`src/rtl/params_pkg.sv`:
```
// Shared fetch-side parameters and types.
//   ADDR_W / INSTR_W        : address and instruction bus widths
//   DID_NONE / DID_DROM     : device ids returned with every response slot
//   DEF_DROM_BASE/DEF_DROM_DEPTH : default DROM window placement
//   resp_state_t            : responder FSM states
package params_pkg;

    localparam int ADDR_W  = 16;
    localparam int INSTR_W = 32;

    // Fetch compares returned ids against DID_DROM, so this is the only definition.
    localparam logic [2:0] DID_NONE = 3'd0;
    localparam logic [2:0] DID_DROM = 3'd1;

    localparam int DEF_DROM_BASE  = 0;
    localparam int DEF_DROM_DEPTH = 256;

    typedef enum logic [1:0] {
        IDLE = 2'd0,
        WAIT = 2'd1,
        RESP = 2'd2
    } resp_state_t;

endpackage

```
`src/rtl/drom_array.sv`:
```
// Synchronous single-read-port ROM. Kept as its own module so a vendor ROM
// macro can replace it without touching the responder.
// Ports:
//   clk   : clock
//   rst   : synchronous active-high reset, clears the read register
//   rd_en : load the read register this edge
//   zero  : with rd_en, load zero instead of the addressed word
//   idx   : word index into the array
//   q     : registered read data, holds between reads
// Contents come from INIT_IMAGE (word i at bits [i*WIDTH +: WIDTH]). INIT_FILE
// names a hex image for macro-based builds; this behavioural array does not
// load files, so a non-empty name is flagged at elaboration.
module drom_array #(
    parameter int    DEPTH      = 256,
    parameter int    WIDTH      = 32,
    parameter string INIT_FILE  = "",
    parameter logic [DEPTH*WIDTH-1:0] INIT_IMAGE = '0,
    localparam int   IDX_W      = (DEPTH > 1) ? $clog2(DEPTH) : 1
) (
    input  logic             clk,
    input  logic             rst,
    input  logic             rd_en,
    input  logic             zero,
    input  logic [IDX_W-1:0] idx,
    output logic [WIDTH-1:0] q
);

    logic [WIDTH-1:0] rom [DEPTH];

    for (genvar i = 0; i < DEPTH; i++) begin : g_rom
        assign rom[i] = INIT_IMAGE[i*WIDTH +: WIDTH];
    end

    if (INIT_FILE != "") begin : g_init_file_check
        $error("drom_array: file images are loaded by the ROM macro; use INIT_IMAGE here");
    end

    always_ff @(posedge clk) begin
        if (rst) begin
            q <= '0;
        end else if (rd_en) begin
            q <= zero ? '0 : rom[idx];
        end
    end

endmodule

```
`src/rtl/drom_responder.sv`:
```
// Memory-side responder for the instruction fetch read port. Range-decodes a
// request against the DROM window, waits WAIT_STATES cycles, then presents a
// one-cycle response slot.
// Ports:
//   clk, rst   : clock, synchronous active-high reset
//   addr, rd   : request word address and read strobe
//   drom_data  : response data (valid while hit=1, holds in IDLE)
//   hit        : response for a mapped address this cycle
//   did        : DID_DROM on a hit, DID_NONE otherwise
//   busy       : request in flight; routed to the fetch hold input
//   err        : one-cycle pulse in the response slot for an unmapped request
//   dbg_state  : current FSM state
// Handshake: rd is the request valid; the responder is ready whenever it is
// not in WAIT (busy=0). A request transfers on an edge where rd=1 and the
// state is IDLE or RESP. Once accepted it cannot be withdrawn: rd and addr
// are ignored until the response slot.
module drom_responder
    import params_pkg::*;
#(
    parameter int    ADDR_W      = params_pkg::ADDR_W,
    parameter int    INSTR_W     = params_pkg::INSTR_W,
    parameter int    DROM_BASE   = DEF_DROM_BASE,
    parameter int    DROM_DEPTH  = DEF_DROM_DEPTH,
    parameter int    WAIT_STATES = 1,
    parameter string INIT_FILE   = "",
    parameter logic [DROM_DEPTH*INSTR_W-1:0] INIT_IMAGE = '0
) (
    input  logic               clk,
    input  logic               rst,
    input  logic [ADDR_W-1:0]  addr,
    input  logic               rd,
    output logic [INSTR_W-1:0] drom_data,
    output logic               hit,
    output logic [2:0]         did,
    output logic               busy,
    output logic               err,
    output resp_state_t        dbg_state
);

    localparam int IDX_W = (DROM_DEPTH > 1) ? $clog2(DROM_DEPTH) : 1;
    // Window bounds at ADDR_W+1 bits so base+depth at the top of the address
    // space does not wrap into low addresses.
    localparam logic [ADDR_W:0]   BASE_X  = (ADDR_W+1)'(DROM_BASE);
    localparam logic [ADDR_W:0]   DEPTH_X = (ADDR_W+1)'(DROM_DEPTH);
    localparam logic [ADDR_W-1:0] BASE_A  = ADDR_W'(DROM_BASE);
    localparam logic [3:0]        WS_LOAD = (WAIT_STATES > 0) ? 4'(WAIT_STATES - 1) : 4'd0;

    if (DROM_DEPTH < 1 || DROM_BASE < 0 ||
        (longint'(DROM_BASE) + longint'(DROM_DEPTH)) > (longint'(1) << ADDR_W) ||
        WAIT_STATES < 0 || WAIT_STATES > 15) begin : g_param_check
        $error("drom_responder: DROM window or WAIT_STATES out of range");
    end

    resp_state_t       state;
    logic [3:0]        wait_cnt;
    logic [ADDR_W-1:0] addr_q;
    logic              in_range_q;

    logic              accept;
    logic              in_range_new;
    logic              load_resp;
    logic              resp_in_range;
    logic [ADDR_W-1:0] addr_sel;
    logic [IDX_W-1:0]  rom_idx;

    function automatic logic in_window(input logic [ADDR_W-1:0] a);
        logic [ADDR_W:0] ax;
        ax = {1'b0, a};
        return (ax >= BASE_X) && ((ax - BASE_X) < DEPTH_X);
    endfunction

    // With no wait states the ROM read and the accept share one edge, so the
    // read is indexed straight from the request; otherwise it is indexed from
    // the latched address on the last WAIT edge.
    always_comb begin
        accept       = ((state == IDLE) || (state == RESP)) && rd;
        in_range_new = in_window(addr);
        if (WAIT_STATES == 0) begin
            load_resp     = accept;
            resp_in_range = in_range_new;
            addr_sel      = addr;
        end else begin
            load_resp     = (state == WAIT) && (wait_cnt == 4'd0);
            resp_in_range = in_range_q;
            addr_sel      = addr_q;
        end
        rom_idx = IDX_W'(addr_sel - BASE_A);
    end

    always_ff @(posedge clk) begin
        if (rst) begin
            state      <= IDLE;
            wait_cnt   <= 4'd0;
            addr_q     <= '0;
            in_range_q <= 1'b0;
            hit        <= 1'b0;
            did        <= DID_NONE;
            busy       <= 1'b0;
            err        <= 1'b0;
        end else begin
            hit  <= 1'b0;
            err  <= 1'b0;
            did  <= DID_NONE;
            busy <= 1'b0;
            case (state)
                IDLE, RESP: begin
                    if (accept) begin
                        addr_q     <= addr;
                        in_range_q <= in_range_new;
                        if (WAIT_STATES == 0) begin
                            state <= RESP;
                        end else begin
                            state    <= WAIT;
                            wait_cnt <= WS_LOAD;
                            busy     <= 1'b1;
                        end
                    end else begin
                        state <= IDLE;
                    end
                end
                WAIT: begin
                    if (wait_cnt != 4'd0) begin
                        wait_cnt <= wait_cnt - 4'd1;
                        busy     <= 1'b1;
                    end else begin
                        state <= RESP;
                    end
                end
                default: state <= IDLE;
            endcase
            if (load_resp) begin
                hit <= resp_in_range;
                err <= !resp_in_range;
                did <= resp_in_range ? DID_DROM : DID_NONE;
            end
        end
    end

    // Out-of-range responses load zero so drom_data reads 0 in the err slot.
    drom_array #(
        .DEPTH      (DROM_DEPTH),
        .WIDTH      (INSTR_W),
        .INIT_FILE  (INIT_FILE),
        .INIT_IMAGE (INIT_IMAGE)
    ) u_array (
        .clk   (clk),
        .rst   (rst),
        .rd_en (load_resp),
        .zero  (!resp_in_range),
        .idx   (rom_idx),
        .q     (drom_data)
    );

    assign dbg_state = state;

endmodule

```
`config.mk`:
```
export PLATFORM = sky130hd
export DESIGN_NAME = drom_responder
export DESIGN_NICKNAME = d
export VERILOG_FILES = /design/src/rtl/params_pkg.sv /design/src/rtl/drom_array.sv /design/src/rtl/drom_responder.sv
export SDC_FILE = /design/constraint.sdc
export NUM_CORES = 1
export LEC_CHECK = 0
export CAP_MARGIN = 20
export CORE_MARGIN = 8
export CORE_UTILIZATION = 37
export CTS_CLUSTER_DIAMETER = 40
export CTS_CLUSTER_SIZE = 12
export DETAILED_ROUTE_END_ITERATION = 10
export GPL_TIMING_DRIVEN = 0
export PLACE_DENSITY_LB_ADDON = 0.12
export SLEW_MARGIN = 40
export SYNTH_ARGS = -nofsm -noshare
export SYNTH_HDL_FRONTEND = slang
export SYNTH_HIERARCHICAL = 1
export SYNTH_SLANG_ARGS = --single-unit
```
`constraint.sdc`:
```
create_clock -name clk -period 1.8 [get_ports clk]
set_input_delay 0.18 -clock clk [delete_from_list [all_inputs] [get_ports clk]]
set_output_delay 0.18 -clock clk [all_outputs]
set_load 0.1 [all_outputs]
```
; Word level (Yosys, flattened, before mapping)
; Memories as Yosys holds them, arrays and structs flattened.
; Cells that the tools add are included.
; W data, S select, Z words.
[totals]
register_bits = 53
rom_bits = 8192
inputBits = 19
output_inout_bits = 40
memories = 1
[classes]
n_addsub = 1
magnitude_cmp = 2
eq_ne = 5
n_mux = 13
bitwise_logic = 2
n_reduce_logical = 12
[mem_list]
columns = memory, depth, width, rd, rd_clocked_by_memory_dff, wr, line
row1 = (name not given), 256, 32, 1, 0, 0, drom_array.sv:42  ; q <= zero ? '0 : rom[idx];
[op_table]
columns = operator, count
row1 = $mux W32, 3
row2 = $lt A16 B9 Y1 const B, 1
row3 = $ge A9 B9 Y1 const B, 1
row4 = $not A8 Y9, 1
row5 = $mux W4, 2
row6 = $pmux W4 S2, 1
row7 = $logic_not A4 Y1, 1
row8 = $mux W1, 4
row9 = $ne A2 B2 Y1 const B, 2
row10 = $pmux W2 S2, 1
row11 = $reduce_bool A4 Y1, 1
row12 = $reduce_or A2 Y1, 2
row13 = $sub A4 B1 Y4 const B, 1
row14 = $reduce_and A3 Y1, 1
row15 = $eq A2 B1 Y1 const B, 1
row16 = $eq A2 B2 Y1 const B, 1
row17 = $logic_and A1 B1 Y1, 2
row18 = $logic_not A2 Y1, 1
row19 = $mux W2, 1
row20 = $ne A2 B1 Y1 const B, 1
row21 = $pmux W1 S2, 1
row22 = $reduce_and A2 Y1, 1
row23 = $reduce_bool A2 Y1, 1
row24 = $logic_not A1 Y1, 1
row25 = other kinds (2), 2

; Logic depth before layout (Yosys ltp)
; Gate-level depths: netlist (run 1).
[logic_depth]
word_depth = 5
depth_mapped = 5
ltp_nobuf = 5

; Cells and area by module
; Netlist (run 1), hierarchy kept.
[by_module_without_submodules]
columns = module, instances, cells_per_inst, area_per_inst_um2, seq_area_each_um2
row1 = drom_responder, 1, 87, 735.7, 360.3
row2 = drom_array, 1, 33, 244.0, 0.0

; Least setup slack after synthesis (run 1)
; OpenSTA, ideal clock, no wires.
[synth_path]
path_type = reg-to-reg
startpoint = register state[0] (netlist: dbg_state[0])
endpoint = register wait_cnt[2]
t_arrival_ps = 1971
required_time_ps = 1714
path_slack_ps = -257
stages_incl_launch_ff = 5
path_buffers = 1
period_less_slack_ps = 2057
path_cell_list = dfxtp_1 nand2b_1 buf_4 or4_1 a211oi_1
[synth_between]
elab_chain_len = 5
[synth_lines]
columns = item, line
row1 = start: declaration, drom_responder.sv:54  ; resp_state_t state;
row2 = start signal: assignment, drom_responder.sv:92  ; state <= IDLE;
row3 = start signal: assignment, drom_responder.sv:111  ; state <= RESP;
row4 = start signal: assignment, drom_responder.sv:113  ; state <= WAIT;
row5 = $eq A2 B2 Y1 / $logic_not A2 Y1 (equally long branches), "drom_responder.sv:76, drom_responder.sv:105"
row6 = $logic_or A1 B1 Y1, drom_responder.sv:76  ; accept = ((state == IDLE) || (state == RESP)) && rd;
row7 = $logic_and A1 B1 Y1, drom_responder.sv:76
row8 = $ne A2 B2 Y1 (no source line), n/a
row9 = $reduce_and A3 Y1 (no source line), n/a
row10 = end signal: assignment, drom_responder.sv:123  ; wait_cnt <= wait_cnt - 4'd1;
row11 = end: declaration, drom_responder.sv:55  ; logic [3:0] wait_cnt;
; Parallel ways exist; a longest one is shown, timed or not.
; A chain may end at the register's enable or synchronous reset.

; Worst setup path in the final report (run 1)
[layout_path]
startpoint = register wait_cnt[0]
endpoint = register wait_cnt[3]
[layout_between]
elab_chain_len = 3
[layout_lines]
columns = item, line
row1 = $sub A4 B1 Y4 / $reduce_bool A4 Y1 (equally long branches), "drom_responder.sv:123, drom_responder.sv:122"
row2 = $mux W4 / $ne A2 B1 Y1 (equally long branches), n/a
row3 = $pmux W4 S2 / $reduce_and A3 Y1 (equally long branches), n/a
; Parallel ways exist; a longest one is shown, timed or not. The select of a mux whose other input is x is not followed.

==> impl_metrics.yaml, run 1 <==
run_status:
  status: "complete, no violations"
placement:
  dp.cells: 161
  place_area_um2: 992.2
  place.gp.congestion: 0.7207
  numPortBuffers: 15
  dp_hpwl_um: 1269
worst_setup_path:
  cp.arrival_ns: 1.76
  crit_buf_inv: 1
  worstPathCellList: "inv_1 -> ha_1 -> nor3b_1 -> or4_1 -> a211oi_1"
  worstPathMaxFanout: 5
  startpoint: "wait_cnt[0]"
  crit_path_end_kind: "flip-flop"
  slowest_stage: "or4_1"
  crit_type: "flip-flop to flip-flop"
  critPathTopFamily: "simple AND/OR/NAND/NOR gates"
  r2r-start: "wait_cnt[0]"
  crit_path_max_incr_delay_ns: 0.47
  critPathLaunchType: "flip-flop"
  worstPathRequired_ns: 1.99
synth:
  syn_inst: 87
  syn-cell-area_um2: 715.7
  yosys_warnings: 6
  avgSynthCellArea_um2: 8.226
timing:
  period_share_pct: 87.70
  clock_skew_ns: 0.003937
  fin_tns_setup_ns: 0
  rsz0062_at_grt: "no"
  min_period_ns: 1.579
  fmax_mhz: 633.5
  final_max_slew_viol_count: 0
  setup_viol_count_final: 0
  holdWs_ns: 0.09984
  hold_viol: 0
worst_hold_path:
  worstHoldStart: "rst"
  hp-class: "primary input to flip-flop"
global_routing:
  grt_pass1_wl_um: 2097
  grt_remaining_overflow: 0
  grt_pass1_vias: 547
  antenna_found_initial: 0
  grt_max_degree: 10
  grt_usage_pct: 7.659
pwr:
  internal_power_uw: 431.4
  p_clk_share_pct: 23.0
  vdd_ir_drop_max_mv: 0.3579
  switching_power_uw: 453.6
  power.density_mw_per_mm2: 860.5
  p_leak_uw: 0.0005590
  switching_share_pct: 51.25
  seqPwrFrac_pct: 25.9
  finalPower_uw: 885.1
  power.share.combinational_pct: 51.1
routing:
  drt_first_pass_iters: 4
  routed_via_density: 3.503
  drt_iter0_markers: 9
  vias: 578
  wl_per_cell_um: 8.655
  drt.antenna.violating_nets: 0
  wirelength_um: 1428
  post-route-drc-count: 0
cells_and_area:
  final_common_cell: "buf_4"
  drive_gt1_share_pct: 36.96
  area_delta_synth_final_pct: 43.71
  nNetsFinal: 159
  regArea_um2: 202.7
  multi_input_area_um2: 320.3
  fillCellCount: 192
  stdcell_area_mm2: 0.001028
  finalNonFillerCells: 165
  final_cell_mix: "buf_4 (37), conb_1 (34), clkdlybuf4s50_1 (9)"
  diodes: 0
clock_network:
  cts_tree: "built"
  root_buffer: "clkbuf_4"
  cts_buffer_depth: 2
  htreeDepth: 1
  ctsHoldBuffers: 0
  numClockSinks: 10
  numCtsBuffers: 3
  clkLatencyLatePin_ns: 0.27
  clk_pin_slew_worst_paths_ns: 0.07
  cts_setup_buffers: 0
  cts_repair_resize_count: 0
job:
  cap_violations: 0
floorplan:
  dieArea_mm2: 0.003598
  io_pins: 59
  start_util_pct: 37.63
  rows: 16
  die_y_um: 59.98
  core_mm2: 0.001902
  die_x_um: 59.98
[worst register-to-register path, cell delays in order, from the launching register on]
cell and delay (ns):
dfxtp_1 0.37, inv_1 0.06, ha_1 0.21, nor3b_1 0.17, or4_1 0.47, a211oi_1 0.22
[sequential cells by signal, summed over array words and instances (netlist names)]
register,cells
busy,1
wait_cnt,4
dbg_state,2
in_range_q,1
hit,1
err,1
[layer usage]
layer | up-vias | share of wire (%) | GRT usage (%)
li1 | 316 | - | -
met1 | 224 | 39 | 6.227
met2 | 36 | 44 | 12.77
met3 | 2 | 16 | 6.882
met4 | 0 | 0.98 | 3.061
met5 | - | 0 | 0
[per-stage QoR]
stage	setup WS [ns]	utilization, %
floorplan	0.09249	-
global placement	0.09953	53.75
detailed placement	0.2193	52.17
CTS	0.2149	54.08
global route	0.09458	54.08
finish	0.2214	54.08
[power groups by stage]
stage	clock network, µW	registers, µW	logic (µW)
3_3_place_gp	0	234	452
2_1_floorplan	0	267	386
5_1_grt	223	229	465
6_report	204	229	452
3_5_place_dp	0	234	448
4_1_cts	210	229	448
[cell type report]
| type | count | share of cell area (%) |
|---|---|---|
| Multi-Input combinational cell | 64 | 31.14 |
| Clock buffer | 4 | 3.528 |
| Tap cell | 27 | 3.285 |
| Inverter | 5 | 1.825 |
| Timing Repair Buffer | 15 | 11.68 |
| Sequential cell | 10 | 19.71 |
| Buffer | 40 | 28.83 |
[path summary, 6_finish.rpt]
| path | to | slack [ns] | cells past startpoint |
|---|---|---|---|
| max reg2reg | wait_cnt[3] | 0.22 | 5 |
| min reg2reg | hit | 0.47 | 2 |
| min | dbg_state[1] | 0.1 | 2 |
| max | wait_cnt[3] | 0.22 | 5 |
(Power assumes the default switching activity.)
==> run 2, diff against run 1 <==
ABC_CLOCK_PERIOD_IN_PS = 1500   (was default)
clock period = 1.5 ns   (was 1.8 ns; I/O delays follow)
==> run 2 against run 1 <==
Register-to-register slack lost 0.18 ns. Clock power decreased by 7%. Cell area is 4.3% higher. Die area stayed put. Flip-flop and latch count did not move. Combinational power grew 21%. First-iteration DRC count grew 11%. Sequential share of layout area decreased by 0.10 points. Wire length up 7.4%. Clock skew grew 0.0033 ns. Via count rose by 4.0%. Critical path type unchanged.
==> impl_metrics.yaml, run 2 (synthesized netlist as in run 1, its figures left out) <==
clock_network:
  cts_buffer_depth: 2
  ctsHoldBuffers: 0
  cts_tree: "built"
  htreeDepth: 1
  numCtsBuffers: 3
  clk_pin_slew_worst_paths_ns: 0.07
  cts_setup_buffers: 0
  root_buffer: "clkbuf_4"
  clkLatencyLatePin_ns: 0.27
  numClockSinks: 10
cells_and_area:
  diodes: 0
  regArea_um2: 210.2
  fillCellCount: 184
  drive_gt1_share_pct: 43.48
  nNetsFinal: 159
  stdcell_area_mm2: 0.001072
  largest-register: "wait_cnt"
  area_delta_synth_final_pct: 49.83
  largest_reg_flops: 4
  final_cell_mix: "buf_4 (36), conb_1 (34), clkdlybuf4s50_1 (9)"
  multi_input_area_um2: 362.8
  final_common_cell: "buf_4"
timing:
  final_max_slew_viol_count: 0
  fin_tns_setup_ns: 0
  min_period_ns: 1.455
  clock_skew_ns: 0.007254
  hold_viol: 0
  period_share_pct: 97.01
  rsz0062_at_grt: "yes"
  setup_viol_count_final: 0
  fmax_mhz: 687.2
routing:
  vias: 601
  drt_first_pass_iters: 3
  wirelength_um: 1534
  routed_via_density: 3.642
  drt_iter0_markers: 10
  wl_per_cell_um: 9.297
  drt.antenna.violating_nets: 0
  post-route-drc-count: 0
pwr:
  vdd_ir_drop_max_mv: 0.4395
  p_leak_uw: 0.0005675
  power.density_mw_per_mm2: 943.1
floorplan:
  dieArea_mm2: 0.003598
  core_mm2: 0.001902
  die_x_um: 59.98
  start_util_pct: 37.63
  io_pins: 59
  die_y_um: 59.98
  rows: 16
worst_setup_path:
  worstPathRequired_ns: 1.69
  crit_buf_inv: 0
  worstPathCellList: "or3_1 -> or4_4 -> a211oi_2"
  slowest_stage: "or4_4"
  crit_type: "flip-flop to flip-flop"
  crit_path_end_kind: "flip-flop"
  critPathLaunchType: "flip-flop"
  crit_path_max_incr_delay_ns: 0.49
  cp.arrival_ns: 1.64
  worstPathMaxFanout: 4
  critPathTopFamily: "simple AND/OR/NAND/NOR gates"
global_routing:
  grt_pass1_wl_um: 2318
  grt_max_degree: 10
  antenna_found_initial: 0
  grt_usage_pct: 8.410
  grt_pass1_vias: 587
  grt_remaining_overflow: 0
worst_hold_path:
  hp-class: "primary input to flip-flop"
placement:
  numPortBuffers: 15
  dp_hpwl_um: 1336
  place.gp.congestion: 0.6790
  place_area_mm2: 0.001010
job:
  cap_violations: 0
run_status:
  status: "complete, no violations"
## run 2: timing repair
item | in CTS | in global routing
setup endpoints to repair | 3 | 3
pin swaps | 2 | 1
resized for setup | 3 | 6
## run 2: worst paths after layout
path,end,slack (ns),start,depth (start not counted)
worst max-delay path,wait_cnt[3],0.04,wait_cnt[0],3
worst min-delay path,dbg_state[1],0.08,rst,2
worst max register to register,wait_cnt[3],0.04,wait_cnt[0],3
worst min register to register,hit,0.47,in_range_q,2
## run 2: per-stage QoR
stage	cells	util, %	total power [µW]	worst slack, ns	hold WS [ns]
finish	165	56.38	1011	0.04482	0.07960
floorplan	119	-	785.2	0.01889	0.3284
global route	165	56.38	1050	-0.003161	0.07729
CTS	165	55.00	1015	0.009464	0.06939
detailed placement	161	53.09	820.8	-0.1019	0.3523
global placement	161	54.67	825.2	-0.1592	0.3484
## run 2: final cells by class
| class | instances | share of cell area, % |
|---|---|---|
| buffer | 40 | 28.00 |
| clock buffer | 3 | 2.100 |
| clock inverter | 1 | 0.3501 |
| inverter | 5 | 1.750 |
| multi-input combinational | 64 | 33.84 |
| sequential | 10 | 19.60 |
| tap | 27 | 3.151 |
| timing repair buffer | 15 | 11.20 |
## run 2: worst register-to-register path: cells and delay by family (launching register included)
kind | cells | cell delay, ns
AO/OA/AOI/OAI | 1 | 0.17
AND/OR/NAND/NOR | 2 | 0.87
flip-flops | 1 | 0.33
## run 2: where the power goes
group / switching (µW) / internal, µW
registers: 4.43 / 269
logic: 447 / 102
clock network: 92.7 / 96.1
## run 2: routing by layer
layer	global-route usage [%]	part of all wire, %	wire (µm)	vias to the layer above
li1	-	-	-	317
met5	0	0	0	-
met3	6.237	12	186	2
met4	2.041	0.39	6	0
met2	13.23	47	724	33
met1	8.690	40	617	249
